<file path="src/rtl/i2c_pkg.sv">
// Shared types and bus-level constants for the I2C slave frame timer.
package i2c_pkg;

    typedef enum logic [3:0] {
        S_IDLE      = 4'd0,
        S_ARMED     = 4'd1,
        S_DATA      = 4'd2,
        S_ACK_PREP  = 4'd3,
        S_ACK_CHECK = 4'd4,
        S_ACK_DONE  = 4'd5,
        S_HOLD      = 4'd6
    } frame_state_t;

    localparam logic I2C_ACK  = 1'b0;
    localparam logic I2C_NACK = 1'b1;

endpackage

</file>
<file path="src/rtl/i2c_bit_counter.sv">
// Per-frame bit counter; stops at DATA_BITS and flags the terminal count.
module i2c_bit_counter #(
    parameter int DATA_BITS = 8,
    parameter int CNT_W     = $clog2(DATA_BITS + 1)
) (
    input  logic             clk,
    input  logic             rst,
    input  logic             clear,
    input  logic             inc,
    output logic [CNT_W-1:0] count,
    output logic             tc
);

    localparam logic [CNT_W-1:0] TERMINAL = CNT_W'(DATA_BITS);
    localparam logic [CNT_W-1:0] ONE      = CNT_W'(1);

    logic [CNT_W-1:0] r_count;

    // clear together with inc restarts the count at the first bit of a new frame
    always_ff @(posedge clk) begin
        if (rst) begin
            r_count <= '0;
        end else if (clear) begin
            r_count <= inc ? ONE : '0;
        end else if (inc && (r_count != TERMINAL)) begin
            r_count <= r_count + ONE;
        end
    end

    assign count = r_count;
    assign tc    = (r_count == TERMINAL);

endmodule

</file>
<file path="src/rtl/i2c_frame_timer.sv">
// Slave-side I2C frame sequencer: bit timing, address phase, ack slot handling and abort detection.
module i2c_frame_timer
    import i2c_pkg::*;
#(
    parameter int DATA_BITS = 8,
    parameter int CNT_W     = $clog2(DATA_BITS + 1),
    parameter int FCNT_W    = 8
) (
    input  logic              clk,
    input  logic              rst,
    input  logic              start,
    input  logic              stop,
    input  logic              rising_edge,
    input  logic              falling_edge,
    input  logic              sda_in,
    input  logic              address_match,
    output logic [CNT_W-1:0]  bit_index,
    output logic              shift_en,
    output logic              load_tx,
    output logic              byte_received,
    output logic              ack_drive,
    output logic              ack_prep,
    output logic              ack_check,
    output logic              ack_done,
    output logic              addr_phase,
    output logic              tx_mode,
    output logic              master_nack,
    output logic              abort,
    output logic [FCNT_W-1:0] frame_count
);

    frame_state_t      r_state;
    logic              r_shift_en;
    logic              r_load_tx;
    logic              r_byte_rx;
    logic              r_master_nack;
    logic              r_abort;
    logic              r_addr_phase;
    logic              r_tx_mode;
    logic              r_nack;
    logic              r_last_sda;
    logic [FCNT_W-1:0] r_frame_count;

    logic              w_rise;
    logic              w_fall;
    logic              w_cnt_clear;
    logic              w_cnt_inc;
    logic              w_cnt_tc;
    logic [CNT_W-1:0]  w_bit_cnt;
    logic              w_midframe;

    function automatic logic [FCNT_W-1:0] sat_inc(input logic [FCNT_W-1:0] v);
        return (&v) ? v : v + FCNT_W'(1);
    endfunction

    // simultaneous SCL edges are illegal; the rising edge wins
    assign w_rise = rising_edge;
    assign w_fall = falling_edge & ~rising_edge;

    assign w_midframe = ((r_state == S_DATA) && (w_bit_cnt != '0)) ||
                        (r_state == S_ACK_PREP) || (r_state == S_ACK_CHECK);

    always_comb begin
        w_cnt_clear = 1'b0;
        w_cnt_inc   = 1'b0;
        if (stop || start) begin
            w_cnt_clear = 1'b1;
        end else if (w_rise) begin
            case (r_state)
                S_ARMED, S_ACK_DONE: begin
                    w_cnt_clear = 1'b1;
                    w_cnt_inc   = 1'b1;
                end
                S_DATA:  w_cnt_inc = ~w_cnt_tc;
                default: ;
            endcase
        end
    end

    i2c_bit_counter #(
        .DATA_BITS (DATA_BITS),
        .CNT_W     (CNT_W)
    ) u_bit_counter (
        .clk   (clk),
        .rst   (rst),
        .clear (w_cnt_clear),
        .inc   (w_cnt_inc),
        .count (w_bit_cnt),
        .tc    (w_cnt_tc)
    );

    always_ff @(posedge clk) begin
        if (rst) begin
            r_state       <= S_IDLE;
            r_shift_en    <= 1'b0;
            r_load_tx     <= 1'b0;
            r_byte_rx     <= 1'b0;
            r_master_nack <= 1'b0;
            r_abort       <= 1'b0;
            r_addr_phase  <= 1'b0;
            r_tx_mode     <= 1'b0;
            r_nack        <= 1'b0;
            r_last_sda    <= 1'b0;
            r_frame_count <= '0;
        end else begin
            r_shift_en    <= 1'b0;
            r_load_tx     <= 1'b0;
            r_byte_rx     <= 1'b0;
            r_master_nack <= 1'b0;
            r_abort       <= 1'b0;
            if (stop) begin
                if (r_state != S_IDLE) begin
                    r_abort      <= w_midframe;
                    r_state      <= S_IDLE;
                    r_tx_mode    <= 1'b0;
                    r_addr_phase <= 1'b0;
                    r_nack       <= 1'b0;
                end
            end else if (start) begin
                r_abort       <= w_midframe;
                r_state       <= S_ARMED;
                r_addr_phase  <= 1'b1;
                r_nack        <= 1'b0;
                r_frame_count <= '0;
            end else begin
                case (r_state)
                    S_ARMED, S_ACK_DONE: begin
                        if (w_rise) begin
                            r_state    <= S_DATA;
                            r_shift_en <= 1'b1;
                            r_last_sda <= sda_in;
                        end
                    end
                    S_DATA: begin
                        if (w_rise && !w_cnt_tc) begin
                            r_shift_en <= 1'b1;
                            r_last_sda <= sda_in;
                        end else if (w_fall && w_cnt_tc) begin
                            if (r_addr_phase && !address_match) begin
                                r_state <= S_HOLD;
                            end else begin
                                r_state   <= S_ACK_PREP;
                                r_byte_rx <= 1'b1;
                                // R/W is the last bit of the address frame
                                if (r_addr_phase) begin
                                    r_tx_mode <= r_last_sda;
                                end
                            end
                        end
                    end
                    S_ACK_PREP: begin
                        if (w_rise) begin
                            r_state <= S_ACK_CHECK;
                            if (r_tx_mode && !r_addr_phase && (sda_in == I2C_NACK)) begin
                                r_master_nack <= 1'b1;
                                r_nack        <= 1'b1;
                            end
                        end
                    end
                    S_ACK_CHECK: begin
                        if (w_fall) begin
                            if (r_nack) begin
                                r_state <= S_HOLD;
                            end else begin
                                r_state       <= S_ACK_DONE;
                                r_frame_count <= sat_inc(r_frame_count);
                                r_addr_phase  <= 1'b0;
                                r_load_tx     <= r_tx_mode;
                            end
                        end
                    end
                    default: ;
                endcase
            end
        end
    end

    assign bit_index     = w_bit_cnt;
    assign shift_en      = r_shift_en;
    assign load_tx       = r_load_tx;
    assign byte_received = r_byte_rx;
    assign master_nack   = r_master_nack;
    assign abort         = r_abort;
    assign addr_phase    = r_addr_phase;
    assign tx_mode       = r_tx_mode;
    assign frame_count   = r_frame_count;
    assign ack_prep      = (r_state == S_ACK_PREP);
    assign ack_check     = (r_state == S_ACK_CHECK);
    assign ack_done      = (r_state == S_ACK_DONE);
    assign ack_drive     = (ack_prep || ack_check) && (r_addr_phase || !r_tx_mode);

endmodule

</file>
<file path="config.mk">
export PLATFORM = sky130hd
export DESIGN_NAME = i2c_frame_timer
export DESIGN_NICKNAME = d
export VERILOG_FILES = /design/src/rtl/i2c_pkg.sv /design/src/rtl/i2c_bit_counter.sv /design/src/rtl/i2c_frame_timer.sv
export SDC_FILE = /design/constraint.sdc
export NUM_CORES = 1
export LEC_CHECK = 0
export BUFFER_PORTS_ARGS = -buffer_cell sky130_fd_sc_hd__buf_2
export CAP_MARGIN = 5
export CORE_MARGIN = 10
export CORE_UTILIZATION = 48
export CTS_CLUSTER_DIAMETER = 100
export DETAILED_ROUTE_END_ITERATION = 8
export GPL_TIMING_DRIVEN = 0
export PLACE_DENSITY_LB_ADDON = 0.15
export SETUP_SLACK_MARGIN = 0.1
export SLEW_MARGIN = 20
export SYNTH_ARGS = -nofsm -noshare
export SYNTH_HDL_FRONTEND = slang
export SYNTH_SLANG_ARGS = --single-unit
export TNS_END_PERCENT = 20
</file>
<file path="constraint.sdc">
create_clock -name clk -period 1.9 [get_ports clk]
set_input_delay 0.57 -clock clk [delete_from_list [all_inputs] [get_ports clk]]
set_output_delay 0.57 -clock clk [all_outputs]
set_load 0.03 [all_outputs]
</file>
==> results.py <==
metrics = {
    "worst_hold_path": {
        "hold_path.startpoint": "r_last_sda",
        "hold_class": "reg -> reg",
    },
    "detailed_routing": {
        "dr.pass1.iters": 4,
        "route.vias.total": 1406,
        "detailedRoute.firstIterationViolations": 105,
        "drt-vias-per-instance": 6.09,
        "wl_per_cell_um": 17.0,
        "drc": 0,
        "drt-total-wl_um": 3930,
        "remaining_antenna_violation_count_after_routing": 0,
    },
    "placed_design": {
        "post-dp-hpwl_um": 2870,
        "dpl.cell_count": 221,
        "dp_worst_setup_slack_ns": -0.235,
        "place_congestion": 0.847,
        "io_buffer_count": 28,
    },
    "cts": {
        "worstSkewPairLatency_ns": 0.32,
        "clock-root-buffer": "sky130_fd_sc_hd__clkbuf_4",
        "tritoncts": "built",
        "path_clk_slew_ns": 0.14,
        "tritoncts.num_buffers": 3,
        "clk_path_buf_depth": 2,
        "clock_sinks": 24,
        "holdBufCountCts": 0,
        "htree_levels": 1,
    },
    "worst_setup_path": {
        "worstPathArrival_ns": 1.46,
        "crit_path_cell_trace": "buf_6 -> clkbuf_16 -> nor3b_4 -> nor2_2 -> nor2_4 -> buf_6",
        "critical-path-max-stage-delay_ns": 0.34,
        "critical_path.startpoint": "r_state[0]",
        "critical_path.most_common_cell": "sky130_fd_sc_hd__buf_6",
        "critical_path_class": "reg -> out",
        "reg2reg_from": "r_state[0]",
        "path_max_fanout": 4,
        "critPathLaunchType": "register",
        "crit_slowest_cell": "sky130_fd_sc_hd__dfxtp_2",
        "worst_setup_path_end_kind": "primary output",
        "critical-path-top-delay-family": "buffers and inverters",
        "crit_buf_inv": 3,
        "worstPathRequired_ns": 1.33,
    },
    "timing": {
        "worst_pin_slew_ns": 0.480,
        "grt_setup_unrepaired": "yes",
        "timing.final.crit_share_pct": 107,
        "finalHoldViolCount": 0,
        "report.final.setup_viol": 5,
        "timing.slew.headroom_pct": 67.9,
        "skew_ns": 0.00131,
        "timing.final.max_slew_violations": 0,
        "worst_hold_margin_ns": 0.486,
        "max_freq_ghz": 0.494,
        "timing.final.crit_period_ns": 2.03,
        "post-route-worst-setup-slack_ns": -0.125,
    },
    "job": {
        "max_cap_violations": 0,
    },
    "die": {
        "die_height_um": 73.2,
        "effective_utilization_at_floorplan_pct": 49.7,
        "std_cell_rows": 19,
        "chipWidth_um": 73.2,
        "core_region_area_um2": 2730,
        "die_footprint_um2": 5360,
        "i_o_pins": 31,
    },
    "layout": {
        "fin_cells": 231,
        "fin_nets": 212,
        "final_layout_size_suffix_gt1_share_pct": 31.5,
        "antenna_cells_inserted": 0,
        "area_growth_syn_to_layout_pct": 28.4,
    },
    "grt": {
        "grt.overflow.total": 0,
        "grt_max_degree": 14,
        "grt_util_all_layers_pct": 14.2,
        "grt_antenna_before_repair": 0,
        "vias_in_the_first_global_route": 1330,
        "grt_first_pass_wirelength_um": 6150,
    },
    "power": {
        "power.share.combinational_pct": 10.6,
        "switching_share_pct": 25.2,
        "pwr_density_cell_nw_per_um2": 505,
        "peakVddDrop_uv": 437,
        "p_leak_nw": 0.702,
        "share_clk_of_total_power_pct": 31.9,
        "p_int_uw": 659,
        "p_seq_share_pct": 57.5,
        "power.switching_uw": 222,
    },
    "logic_synthesis": {
        "syn-instance-count": 162,
        "synth.lib_cells_used.distinct": 46,
        "synth.cell_area_um2": 1360,
        "ys_ff_latch": 24,
        "synth_enable_flop_cells": 0,
        "synth_seq_area_share_pct": 35.4,
        "synthFlopType": "sky130_fd_sc_hd__dfxtp_1",
        "avgSynthCellArea_um2": 8.39,
        "synth_fp_nets": 173,
        "async_sr_flop_fraction_pct": 0,
        "synthesis.yosys.warnings": 0,
    },
    "status": {
        "run_status": "complete, but fails checks",
        "failed_checks": "setup timing",
    },
}
## Yosys cell counts (2+ instances only)
master                     instances  area (µm²)
sky130_fd_sc_hd__a21boi_0          3        22.5
sky130_fd_sc_hd__o31ai_1           3        22.5
sky130_fd_sc_hd__nand3b_1          2        15.0
sky130_fd_sc_hd__mux2i_1           3        30.0
sky130_fd_sc_hd__nand2_1          15        56.3
sky130_fd_sc_hd__nor3_1            2        10.0
sky130_fd_sc_hd__inv_1             7        26.3
sky130_fd_sc_hd__clkbuf_1          7        26.3
sky130_fd_sc_hd__nand2b_1          3        18.8
sky130_fd_sc_hd__ha_1              3        37.5
sky130_fd_sc_hd__nand4_1           3        18.8
sky130_fd_sc_hd__and3b_1           2        17.5
sky130_fd_sc_hd__nor2_1            8        30.0
sky130_fd_sc_hd__or3_1             4        25.0
sky130_fd_sc_hd__or4_1             4        30.0
sky130_fd_sc_hd__dfxtp_1          24         480
sky130_fd_sc_hd__xor2_1            2        17.5
sky130_fd_sc_hd__a21oi_1          14        70.1
sky130_fd_sc_hd__nor2b_1           9        56.3
sky130_fd_sc_hd__a211o_1           2        17.5
sky130_fd_sc_hd__or2_2             2        12.5
sky130_fd_sc_hd__and2_1            2        12.5
sky130_fd_sc_hd__nand3_1           5        25.0
sky130_fd_sc_hd__or4b_2            2        20.0
sky130_fd_sc_hd__nor3b_1           2        15.0
sky130_fd_sc_hd__a211oi_1          2        15.0
sky130_fd_sc_hd__a31oi_1           2        12.5
sky130_fd_sc_hd__o21ai_0           5        25.0
sky130_fd_sc_hd__and4_1            2        17.5
sky130_fd_sc_hd__nor4bb_1          2        20.0
## metrics by stage
stage / cell area [µm²] / TNS (ns) / utilization (%) / power, mW
global placement: 1560 / -1.02 / 57.2 / 0.596
global route: 1740 / -0.605 / 63.8 / 0.915
finish: 1740 / -0.280 / 63.8 / 0.881
CTS: 1710 / -0.339 / 62.4 / 0.879
floorplan: 1380 / 0 / - / 0.572
detailed placement: 1560 / -1.70 / 57.2 / 0.598
## routing by layer
layer / vias to the layer above / GRT usage (%) / part of all wire [%]
met1: 669 / 15.6 / 42
met4: 0 / 6.75 / 2.7
met2: 51 / 24.5 / 50
met5: - / 0 / 0
li1: 675 / - / -
met3: 11 / 3.54 / 6.0
## flip-flops by register name, indices dropped and copies added, names as in the netlist
signal / count
u_bit_counter.count: 4
load_tx: 1
abort: 1
frame_count: 8
r_nack: 1
addr_phase: 1
byte_received: 1
r_last_sda: 1
master_nack: 1
shift_en: 1
r_state: 3
tx_mode: 1
## final cells by class
cell class / count / area [µm²]
fillers: 251 / 990
flip-flops and latches: 24 / 487
multi-input cells: 123 / 867
clock buffers: 4 / 36.3
plain buffers: 8 / 75.1
inverters: 7 / 26.3
repair buffers: 34 / 214
well taps: 31 / 38.8
## tightest hold or removal path: stages, from the launching register on
cell	delay [ns]
sky130_fd_sc_hd__dfxtp_1	0.34
sky130_fd_sc_hd__nand2b_1	0.06
sky130_fd_sc_hd__mux2i_1	0.06
## power by group through the flow
stage	Combinational, mW	Sequential [mW]	Clock (mW)
6_report	0.0932	0.507	0.281
5_1_grt	0.101	0.508	0.306
4_1_cts	0.0884	0.508	0.282
3_5_place_dp	0.0785	0.519	0
3_3_place_gp	0.0770	0.519	0
2_1_floorplan	0.0504	0.522	0
## repair_timing
action | CTS | global route
endpoints found under the setup margin | 18 | 15
gates resized for setup | 20 | 12
pin swaps | 8 | 3
gates cloned | 0 | 0
buffers inserted | 4 | 2
## placed cells by master, fill, tap and decap left out, types with 5 or more instances in the layout
cell                      synthesis  routed
sky130_fd_sc_hd__inv_1            7       7
sky130_fd_sc_hd__buf_6            1       6
sky130_fd_sc_hd__o21ai_0          5       5
sky130_fd_sc_hd__dfxtp_1         24      21
sky130_fd_sc_hd__nor2_1           8       6
sky130_fd_sc_hd__buf_4            0       6
sky130_fd_sc_hd__nand3_1          5       5
sky130_fd_sc_hd__nand2_1         15      15
sky130_fd_sc_hd__buf_2            0      24
sky130_fd_sc_hd__nor2b_1          9       8
sky130_fd_sc_hd__a21oi_1         14      13
## worst paths after layout
path | to | slack, ns | depth (start not counted)
setup / recovery | ack_drive | -0.13 | 6
hold / removal | r_last_sda | 0.49 | 2
setup reg to reg | frame_count[2] | -0.02 | 5
hold reg to reg | r_last_sda | 0.49 | 2
## kinds of logic (layout without fill, tap and decap cells)
family / Yosys count / after routing / share of synthesized area (%)
AOI/OAI and AO/OA: 40 / 40 / 19.7
buffers and inverters: 15 / 53 / 4.70
adders and majority gates: 3 / 3 / 2.76
xor gates and xnor gates: 3 / 3 / 1.93
muxes: 3 / 3 / 2.21
and+or+nand+nor: 74 / 74 / 33.3
DFF: 24 / 24 / 35.4
Note: power is estimated with default switching activity, not from simulation.
